[config.mk]
export PLATFORM = sky130hd
export DESIGN_NAME = mem_stage
export DESIGN_NICKNAME = d
export VERILOG_FILES = /design/src/rtl/mem_stage_pkg.sv /design/src/rtl/mem_align.sv /design/src/rtl/mem_stage.sv
export SDC_FILE = /design/constraint.sdc
export NUM_CORES = 1
export LEC_CHECK = 0
export ABC_AREA = 0
export CAP_MARGIN = 5
export CELL_PAD_IN_SITES_DETAIL_PLACEMENT = 1
export CELL_PAD_IN_SITES_GLOBAL_PLACEMENT = 1
export CORE_ASPECT_RATIO = 1.5
export CORE_UTILIZATION = 38
export CTS_CLUSTER_DIAMETER = 100
export DETAILED_ROUTE_END_ITERATION = 8
export PLACE_DENSITY_LB_ADDON = 0.25
export SYNTH_ARGS = -nofsm -noshare
export SYNTH_HDL_FRONTEND = slang
export SYNTH_SLANG_ARGS = --single-unit
[constraint.sdc]
create_clock -name clk -period 3.85 [get_ports clk]
set_input_delay 0.5775 -clock clk [delete_from_list [all_inputs] [get_ports clk]]
set_output_delay 0.5775 -clock clk [all_outputs]
set_load 0.01 [all_outputs]
[src/rtl/mem_stage_pkg.sv]
// rtl/mem_stage_pkg.sv - memory-op encodings, FSM states and op decode helpers
package mem_stage_pkg;

   typedef enum logic [3:0] {
      MEM_NONE = 4'd0,
      MEM_LW   = 4'd1,
      MEM_LH   = 4'd2,
      MEM_LHU  = 4'd3,
      MEM_LB   = 4'd4,
      MEM_LBU  = 4'd5,
      MEM_SW   = 4'd6,
      MEM_SH   = 4'd7,
      MEM_SB   = 4'd8
   } mem_op_e;

   typedef enum logic {
      ST_IDLE = 1'b0,
      ST_BUS  = 1'b1
   } state_e;

   typedef enum logic [1:0] {
      SZ_NONE = 2'd0,
      SZ_BYTE = 2'd1,
      SZ_HALF = 2'd2,
      SZ_WORD = 2'd3
   } size_e;

   // Reserved codes decode to SZ_NONE and therefore behave as MEM_NONE.
   function automatic size_e op_size(input logic [3:0] op);
      case (op)
         MEM_LW, MEM_SW:          return SZ_WORD;
         MEM_LH, MEM_LHU, MEM_SH: return SZ_HALF;
         MEM_LB, MEM_LBU, MEM_SB: return SZ_BYTE;
         default:                 return SZ_NONE;
      endcase
   endfunction

   function automatic logic op_is_store(input logic [3:0] op);
      return (op == MEM_SW) || (op == MEM_SH) || (op == MEM_SB);
   endfunction

endpackage

[src/rtl/mem_align.sv]
// rtl/mem_align.sv - little-endian byte-lane logic for both bus directions
module mem_align
   import mem_stage_pkg::*;
(
   input  logic [3:0]  i_st_op,
   input  logic [1:0]  i_st_off,
   input  logic [31:0] i_st_data,
   output logic [3:0]  o_be,
   output logic [31:0] o_wdata,
   output logic        o_misaligned,
   input  logic [3:0]  i_ld_op,
   input  logic [1:0]  i_ld_off,
   input  logic [31:0] i_rdata,
   output logic [31:0] o_ld_data
);

   logic [7:0]  w_byte;
   logic [15:0] w_half;

   // Byte enables are produced for loads as well, so the same path serves reads.
   always_comb begin
      o_be         = 4'b0000;
      o_wdata      = i_st_data;
      o_misaligned = 1'b0;
      case (op_size(i_st_op))
         SZ_BYTE: begin
            o_be    = 4'b0001 << i_st_off;
            o_wdata = {4{i_st_data[7:0]}};
         end
         SZ_HALF: begin
            o_be         = 4'b0011 << {i_st_off[1], 1'b0};
            o_wdata      = {2{i_st_data[15:0]}};
            o_misaligned = i_st_off[0];
         end
         SZ_WORD: begin
            o_be         = 4'b1111;
            o_misaligned = |i_st_off;
         end
         default: ;
      endcase
   end

   always_comb begin
      case (i_ld_off)
         2'd0:    w_byte = i_rdata[7:0];
         2'd1:    w_byte = i_rdata[15:8];
         2'd2:    w_byte = i_rdata[23:16];
         default: w_byte = i_rdata[31:24];
      endcase
      w_half = i_ld_off[1] ? i_rdata[31:16] : i_rdata[15:0];
      case (i_ld_op)
         MEM_LB:  o_ld_data = {{24{w_byte[7]}}, w_byte};
         MEM_LBU: o_ld_data = {24'd0, w_byte};
         MEM_LH:  o_ld_data = {{16{w_half[15]}}, w_half};
         MEM_LHU: o_ld_data = {16'd0, w_half};
         default: o_ld_data = i_rdata;
      endcase
   end

endmodule

[src/rtl/mem_stage.sv]
// rtl/mem_stage.sv - memory-access pipeline stage: aligned loads/stores over req/ack bus
module mem_stage
   import mem_stage_pkg::*;
#(
   parameter int TIMEOUT_CYCLES = 255
) (
   input  logic        clk,
   input  logic        rst_n,
   input  logic        in_valid,
   output logic        in_ready,
   input  logic [31:0] alu_out,
   input  logic [31:0] store_data,
   input  logic [3:0]  mem_op,
   input  logic [4:0]  rd,
   input  logic        reg_we,
   output logic        out_valid,
   input  logic        out_ready,
   output logic [31:0] out_data,
   output logic [4:0]  out_rd,
   output logic        out_we,
   output logic        bus_req,
   output logic        bus_we,
   output logic [31:0] bus_addr,
   output logic [3:0]  bus_be,
   output logic [31:0] bus_wdata,
   input  logic        bus_ack,
   input  logic [31:0] bus_rdata,
   output logic        exc_adel,
   output logic        exc_ades,
   output logic        exc_bus,
   output logic [31:0] bad_vaddr
);

   state_e      r_state, w_next_state;
   logic [3:0]  r_op;
   logic [31:0] r_addr;
   logic [4:0]  r_rd;
   logic        r_we;
   logic [31:0] r_timer;

   logic        r_out_valid, r_out_we;
   logic [31:0] r_out_data;
   logic [4:0]  r_out_rd;
   logic        r_bus_req, r_bus_we;
   logic [31:0] r_bus_addr, r_bus_wdata;
   logic [3:0]  r_bus_be;
   logic        r_exc_adel, r_exc_ades, r_exc_bus;
   logic [31:0] r_bad_vaddr;

   logic        w_free, w_accept, w_is_mem, w_is_store, w_misaligned;
   logic        w_ack, w_timeout;
   logic [3:0]  w_be;
   logic [31:0] w_wdata, w_ld_data;

   assign w_free     = !r_out_valid || out_ready;
   assign in_ready   = (r_state == ST_IDLE) && w_free;
   assign w_accept   = in_valid && in_ready;
   assign w_is_mem   = (op_size(mem_op) != SZ_NONE);
   assign w_is_store = op_is_store(mem_op);
   assign w_ack      = (r_state == ST_BUS) && bus_ack;
   assign w_timeout  = (TIMEOUT_CYCLES != 0) && (r_state == ST_BUS) && !bus_ack &&
                       (r_timer + 32'd1 == 32'(TIMEOUT_CYCLES));

   mem_align u_align (
      .i_st_op      (mem_op),
      .i_st_off     (alu_out[1:0]),
      .i_st_data    (store_data),
      .o_be         (w_be),
      .o_wdata      (w_wdata),
      .o_misaligned (w_misaligned),
      .i_ld_op      (r_op),
      .i_ld_off     (r_addr[1:0]),
      .i_rdata      (bus_rdata),
      .o_ld_data    (w_ld_data)
   );

   always_ff @(posedge clk or negedge rst_n) begin
      if (!rst_n) r_state <= ST_IDLE;
      else        r_state <= w_next_state;
   end

   always_comb begin
      w_next_state = r_state;
      case (r_state)
         ST_IDLE: if (w_accept && w_is_mem && !w_misaligned) w_next_state = ST_BUS;
         ST_BUS:  if (w_ack || w_timeout)                     w_next_state = ST_IDLE;
         default: w_next_state = ST_IDLE;
      endcase
   end

   always_ff @(posedge clk or negedge rst_n) begin
      if (!rst_n) begin
         r_op        <= 4'd0;
         r_addr      <= 32'd0;
         r_rd        <= 5'd0;
         r_we        <= 1'b0;
         r_timer     <= 32'd0;
         r_out_valid <= 1'b0;
         r_out_we    <= 1'b0;
         r_out_data  <= 32'd0;
         r_out_rd    <= 5'd0;
         r_bus_req   <= 1'b0;
         r_bus_we    <= 1'b0;
         r_bus_addr  <= 32'd0;
         r_bus_be    <= 4'd0;
         r_bus_wdata <= 32'd0;
         r_exc_adel  <= 1'b0;
         r_exc_ades  <= 1'b0;
         r_exc_bus   <= 1'b0;
         r_bad_vaddr <= 32'd0;
      end else begin
         r_exc_adel <= 1'b0;
         r_exc_ades <= 1'b0;
         r_exc_bus  <= 1'b0;
         if (r_out_valid && out_ready) r_out_valid <= 1'b0;

         if (w_accept) begin
            r_op    <= mem_op;
            r_addr  <= alu_out;
            r_rd    <= rd;
            r_we    <= reg_we;
            r_timer <= 32'd0;
            if (!w_is_mem) begin
               r_out_valid <= 1'b1;
               r_out_data  <= alu_out;
               r_out_rd    <= rd;
               r_out_we    <= reg_we;
            end else if (w_misaligned) begin
               r_out_valid <= 1'b1;
               r_out_data  <= alu_out;
               r_out_rd    <= rd;
               r_out_we    <= 1'b0;
               r_exc_adel  <= !w_is_store;
               r_exc_ades  <= w_is_store;
               r_bad_vaddr <= alu_out;
            end else begin
               r_bus_req   <= 1'b1;
               r_bus_we    <= w_is_store;
               r_bus_addr  <= {alu_out[31:2], 2'b00};
               r_bus_be    <= w_be;
               r_bus_wdata <= w_wdata;
            end
         end else if (w_ack) begin
            r_bus_req   <= 1'b0;
            r_out_valid <= 1'b1;
            r_out_rd    <= r_rd;
            r_out_we    <= !op_is_store(r_op) && r_we;
            r_out_data  <= op_is_store(r_op) ? 32'd0 : w_ld_data;
         end else if (w_timeout) begin
            r_bus_req   <= 1'b0;
            r_out_valid <= 1'b1;
            r_out_data  <= 32'd0;
            r_out_rd    <= r_rd;
            r_out_we    <= 1'b0;
            r_exc_bus   <= 1'b1;
            r_bad_vaddr <= r_addr;
            r_timer     <= 32'd0;
         end else if (r_state == ST_BUS) begin
            r_timer <= r_timer + 32'd1;
         end
      end
   end

   assign out_valid = r_out_valid;
   assign out_data  = r_out_data;
   assign out_rd    = r_out_rd;
   assign out_we    = r_out_we;
   assign bus_req   = r_bus_req;
   assign bus_we    = r_bus_we;
   assign bus_addr  = r_bus_addr;
   assign bus_be    = r_bus_be;
   assign bus_wdata = r_bus_wdata;
   assign exc_adel  = r_exc_adel;
   assign exc_ades  = r_exc_ades;
   assign exc_bus   = r_exc_bus;
   assign bad_vaddr = r_bad_vaddr;

endmodule

==> impl_results.md, run 1 <==
- Clk root buf: clkbuf_16
- First-pass GRT wire length: 54700 um
- Startpoint types: flop
- Synth Area in Adders: 0.833%
- Sequential cell area fraction in the yosys report: 51.7%
- Post-synth EDFFs: 0
- Post-route minimum period: 3440 ps
- Reg clk slew, reported paths: 60 ps
- Max-slew headroom: 38.3%
- RSZ-0062 raised after global routing: false
- Post-synthesis average cell area: 9.59 sq um
- Gpl congestion: 0.881
- Multi-input combinational cell area: 0.00476 sq mm
- Post-Synth Simple-Gate Area: 21.3%
- Detailed-route via count: 9229
- Worst Tran Pin Value: 925 ps
- Crit end category: flop
- NumNets Final: 1485
- CTS max path bufs: 3
- Ys async rst share: 100%
- Core area: 0.0272 sq mm
- CTS Hold Bufs: 0
- Initial antenna violation count: 2
- Post-route ant nets: 0
- Final Util: 53.4%
- Final Max Slew Viols: 0
- Die Ht: 206 um
- Power Dens Cells: 614 mW/mm^2
- Post-DP HPWL: 25400 um
- Cell-by-cell listing of the critical path: nand4_2, or4_1, buf_4, a211o_1, nand2_1, o21ai_0, nor4_2, buf_4, a221oi_4, buf_12, buf_4, mux2_2
- Register area: 0.00543 sq mm
- Synthesized area: 0.0105 sq mm
- WP data required: 4250 ps
- Worst-skew pair later-pin latency: 520 ps
- Synth Area in XOR/XNOR: 2.58%
- Post-synth top area cell: dfrtp_1
- Area Overhead vs Synth: 38.3%
- Fmax: 291 MHz
- Compound-Gate Fraction of Synth Area: 8.95%
- I/O Pins: 256
- Critical path's largest stage delay: 620 ps
- Cell with the most instances after synthesis: nand2_1
- Die X: 138 um
- Total Wirelength: 35800 um
- Grt ovf: 0
- Fin Hold WS: 69.2 ps
- Clock H-tree levels: 1
- CTS tree: yes
- Router iterations before antenna repair: 4
- Final hold violation count: 0
- Crit path max-delay cell type: or4_1
- Mux cell area share after synthesis: 11.0%
- #FFs+latches synth: 217
- Row count: 74
- Yosys cell types: 66
- Drt drc: 0
- Share of post-route cells with drive strength above 1: 14.3%
- DR WL/cell: 20.7 um
- Die footprint: 0.0283 sq mm
- Top post-synthesis cells by count: nand2_1 (304), dfrtp_1 (217), nor2_1 (117)
- R2r endpoint: out_rd[0]$_DFFE_PN0P_
- Largest net degree at the start of global routing: 98
- Total of max-cap violations: 0
- Main combinational cell family by area after synthesis: simple AND/OR/NAND/NOR gates
- Number of synthesis warnings: 0
- Initial Util: 38.6%
- Leak: 6.57 nW
- Filler cells: 3044
- Vias in the first global route: 10100
- Yosys top cell area share: 51.7%
- Worst r2r path cells: 12
- Design Power: 8.93 mW
- PortBufs: 253
- CP Class: reg2reg
- Total track usage: 25.4%
- Final setup fails: 0
- WP data arrival: 3840 ps
- Mapped Cells: 1096
- Peak supply drop: 0.000361 V
- Ys flop type: dfrtp_1
- Clock sinks: 217
- CP dominant cell by count: buf_4
- Critical R2R Launch: r_timer[14]$_DFFE_PN0P_
- Top post-synthesis cells by area: dfrtp_1 (52%), nand2_1 (11%), mux2_2 (7.4%)
- Clk_skew: 6.58 ps
- Iter 0 DRT Violations: 380
- FF-to-FF setup slack: 410 ps
- Hold Path Class: in2async
- Fin crit share: 89.4%
- Via/cell ratio: 5.35
- Total CTS buffers: 23
- Crit-path max FO: 10
- Status: completed
## power by group
group,internal (mW),leakage [nW],switching [mW],total (mW)
Combinational,1.68,3.42,1.51,3.19
Clock,1.40,0.378,0.942,2.34
Sequential,2.98,2.78,0.405,3.39
Total,6.07,6.57,2.86,8.93
## cell type report
cell class,count,share of cell area [%]
diodes,1,0.0172
clock buffers,28,4.23
clock inverters,12,1.15
inverters,15,0.387
multi-input cells,795,32.7
flip-flops and latches,217,37.4
well taps,342,2.94
repair buffers,315,21.2
## through the flow
stage          TNS (ps)  cells  instance area [sq um]  worst slack [ps]
2_1_floorplan         0   1097                  10500               817
3_3_place_gp      -5650   1680                  13700              -189
3_5_place_dp     -14520   1680                  13700              -344
4_1_cts               0   1720                  14500              68.5
5_1_grt               0   1725                  14500               214
6_report              0   1725                  14500               408
## per-layer routing
| layer | vias up | GRT usage (%) | share of wire (%) |
|---|---|---|---|
| li1 | 4285 | - | - |
| met1 | 4597 | 27.3 | 37 |
| met2 | 261 | 45.8 | 52 |
| met3 | 86 | 5.42 | 5.5 |
| met4 | 0 | 13.6 | 5.3 |
| met5 | - | 0 | 0 |
## worst max path at each step
stage,depth (start not counted),startpoint,end
floorplan,12,r_timer[2]$_DFFE_PN0P_,out_we$_DFFE_PN0P_
global placement,12,mem_op[3],out_data[29]$_DFFE_PN0P_
detailed placement,12,mem_op[1],out_data[29]$_DFFE_PN0P_
CTS,9,r_timer[2]$_DFFE_PN0P_,bad_vaddr[6]$_DFFE_PN0P_
global route,12,r_timer[0]$_DFFE_PN0P_,out_rd[0]$_DFFE_PN0P_
finish,12,r_timer[14]$_DFFE_PN0P_,out_rd[0]$_DFFE_PN0P_
## state kept, by name, indices dropped and copies added, names as in the netlist
| name | flops |
|---|---|
| bus_req | 1 |
| exc_bus | 1 |
| r_op | 4 |
| exc_ades | 1 |
| r_timer | 32 |
| bad_vaddr | 32 |
| bus_be | 4 |
| r_state | 1 |
| r_addr | 32 |
| out_we | 1 |
| r_rd | 5 |
| r_we | 1 |
| bus_wdata | 32 |
| out_rd | 5 |
| bus_addr | 30 |
| exc_adel | 1 |
| out_data | 32 |
| out_valid | 1 |
| bus_we | 1 |
## placed cells by master (no fill, tap or decap), types with 7 or more instances in the layout
cell,netlist,layout
nor3_1,9,8
inv_1,15,15
xnor2_1,15,15
clkbuf_16,0,23
clkdlybuf4s50_1,0,252
o221ai_1,7,7
mux2i_1,19,19
a22oi_1,9,9
o31ai_1,9,9
nor4_1,10,10
o21ai_0,43,43
and3_1,7,7
ha_1,7,7
xor2_1,16,16
buf_4,5,56
mux2_2,69,69
nand4_1,12,12
a21oi_1,15,15
o211ai_1,10,10
nor2_1,117,116
mux4_2,8,8
dfrtp_1,217,217
nand2_1,304,303
a221oi_1,16,16
nand3_1,22,22
## worst max-delay path, delay by kind of cell (launching register included)
kind | cells | cell delay (ps)
flip-flops | 1 | 540
buffers and inverters | 4 | 730
multiplexers | 1 | 270
AO/OA/AOI/OAI | 3 | 430
AND/OR/NAND/NOR | 4 | 1330
## cell families after synthesis
logic type	Yosys count
adder cells (fa/ha/maj)	7
multiplexers	97
flip-flops	217
AO/OA/AOI/OAI	137
AND/OR/NAND/NOR	520
other	1
XOR/XNOR	31
buffers and inverters	86
## what timing repair did
action / CTS / global route
buffers inserted: 0 / 3
endpoints found under the setup margin: 0 / 61
resized for setup: 0 / 1
hold endpoints to repair: 0 / 0
(Power assumes the default switching activity.)
==> inputs of run 2 (changes only) <==
Settings changed: SETUP_SLACK_MARGIN set to 0.3.
==> run 2 against run 1 <==
Wire length down 0.23%. Utilization grew 0.13 points. Non-clock buffer count increased by 1. Largest power group unchanged. Sequential power barely moved. Fmax grew 0.14%. Critical path type unchanged. Hold slack got worse by 3.0 ps. Critical path depth stayed put. Count of clock-buffer cells in the layout did not move. Setup slack improved by 4.7 ps. Final cell count about the same. Clock power about the same.
==> impl_results.md, run 2 (same netlist as run 1, synthesis figures left out) <==
- Fin area: 0.0146 sq mm
- Die X: 138 um
- Reg clk slew, reported paths: 60 ps
- Critical path startpoint: r_timer[17]$_DFFE_PN0P_
- Final hold violation count: 0
- Post-route minimum period: 3440 ps
- Initial antenna violation count: 2
- Largest net degree at the start of global routing: 98
- Status: completed
- Final setup fails: 0
- Final Max Slew Viols: 0
- Share of post-route cells with drive strength above 1: 15.0%
- R2r endpoint: out_we$_DFFE_PN0P_
- Crit end category: flop
- Vias in the first global route: 10100
- Most common cell after layout, fill and taps aside: nand2_1
- Peak supply drop: 0.000361 V
- Detailed-route via count: 9248
- FF-to-FF setup slack: 410 ps
- Row count: 74
- WP data arrival: 3840 ps
- Critical R2R Launch: r_timer[17]$_DFFE_PN0P_
- Most frequent cells in the layout: nand2_1 (303), clkdlybuf4s50_1 (252), dfrtp_1 (213), nor2_1 (116), mux2_2 (69)
- Switching power: 2.85 mW
- Area Overhead vs Synth: 38.6%
- CTS Hold Bufs: 0
- Switching Share: 32.0%
- Leak: 6.59 nW
- Post-DP HPWL: 25400 um
- Hold Path Class: in2async
- Grt ovf: 0
- Crit-path max FO: 9
- Clock H-tree levels: 1
- CTS tree: yes
- Fin crit share: 89.3%
- Drt drc: 0
- Seq pwr share: 38.0%
- Via/cell ratio: 5.36
- Area after DPL: 0.0137 sq mm
- Die footprint: 0.0283 sq mm
- First-pass GRT wire length: 55200 um
- Total track usage: 25.8%
- Power Dens Cells: 612 mW/mm^2
- I/O Pins: 256
- Clk_skew: 6.73 ps
- Startpoint types: flop
- Fmax: 291 MHz
- Max-slew headroom: 39.4%
- Total Wirelength: 35700 um
- Core area: 0.0272 sq mm
- CP Class: reg2reg
- Worst Tran Pin Value: 909 ps
- Router iterations before antenna repair: 4
- Total CTS buffers: 23
- Post-route ant nets: 0
- Clk root buf: clkbuf_16
- CTS max path bufs: 3
- Gpl congestion: 0.881
- Design Power: 8.92 mW
- Initial Util: 38.6%
- Logic pwr share: 35.8%
- DR WL/cell: 20.7 um
- Worst r2r path cells: 12
- Iter 0 DRT Violations: 355
- Total of max-cap violations: 0
- Worst-skew pair later-pin latency: 520 ps
- PortBufs: 253
- Clock Power Share: 26.2%
- NumNets Final: 1486
- Internal: 6.07 mW
- WP data required: 4250 ps
- Clock sinks: 217
- RSZ-0062 raised after global routing: false
- Die Ht: 206 um
## run 2: power by group through the flow
stage                     sequential [mW]  clock [mW]  combinational (mW)
after floorplan                      3.61           0                1.11
after global placement               3.38           0                3.12
after detailed placement             3.42           0                3.20
after CTS                            3.39        2.42                3.24
after global routing                 3.47        2.49                3.45
final                                3.39        2.34                3.20
## run 2: how the worst max path moves through the flow
stage / slack (ps) / end
6_report: 410 / out_we$_DFFE_PN0P_
5_1_grt: 310 / out_we$_DFFE_PN0P_
4_1_cts: 360 / out_we$_DFFE_PN0P_
3_5_place_dp: -340 / out_data[29]$_DFFE_PN0P_
3_3_place_gp: -190 / out_data[29]$_DFFE_PN0P_
2_1_floorplan: 820 / out_we$_DFFE_PN0P_
## run 2: layout make-up
type                       count  area [sq um]
clock inverter                12           168
fill                        3035         12600
timing repair buffer         316          3090
sequential                   217          5440
clock buffer                  28           614
inverter                      15          56.3
antenna                        1          2.50
tap                          342           428
multi-input combinational    795          4780
## run 2: worst max-delay path: stages, from the launching register on
cell and delay [ps]:
dfrtp_1 500, nand4_1 290, nor4_1 340, buf_4 190, nand3_1 90, a2111oi_0 570
o2111ai_1 210, nor4_2 200, buf_4 240, a221oi_4 50, buf_12 170, buf_4 140
a221o_1 330
## run 2: what timing repair did
item | 4_1_cts | 5_1_grt
pin swaps | 1 | 0
endpoints found under the setup margin | 68 | 41
setup buffers | 4 | 0
gates resized for setup | 1 | 9
gates cloned | 1 | 0
## run 2: through the flow
| step | setup WS, ps | std cells | TNS [ps] | util (%) | hold slack, ps |
|---|---|---|---|---|---|
| after floorplan | 817 | 1097 | 0 | - | 282 |
| after global placement | -189 | 1680 | -5650 | 50.3 | 449 |
| after detailed placement | -344 | 1680 | -14520 | 50.3 | 454 |
| after CTS | 364 | 1725 | 0 | 53.4 | 119 |
| after global routing | 308 | 1726 | 0 | 53.5 | 145 |
| final | 413 | 1726 | 0 | 53.5 | 66.1 |
## run 2: per-layer routing
| layer | track usage, % | part of all wire (%) |
|---|---|---|
| met2 | 46.1 | 52 |
| met5 | 0 | 0 |
| met3 | 5.64 | 6.2 |
| met1 | 27.9 | 36 |
| met4 | 13.8 | 5.5 |
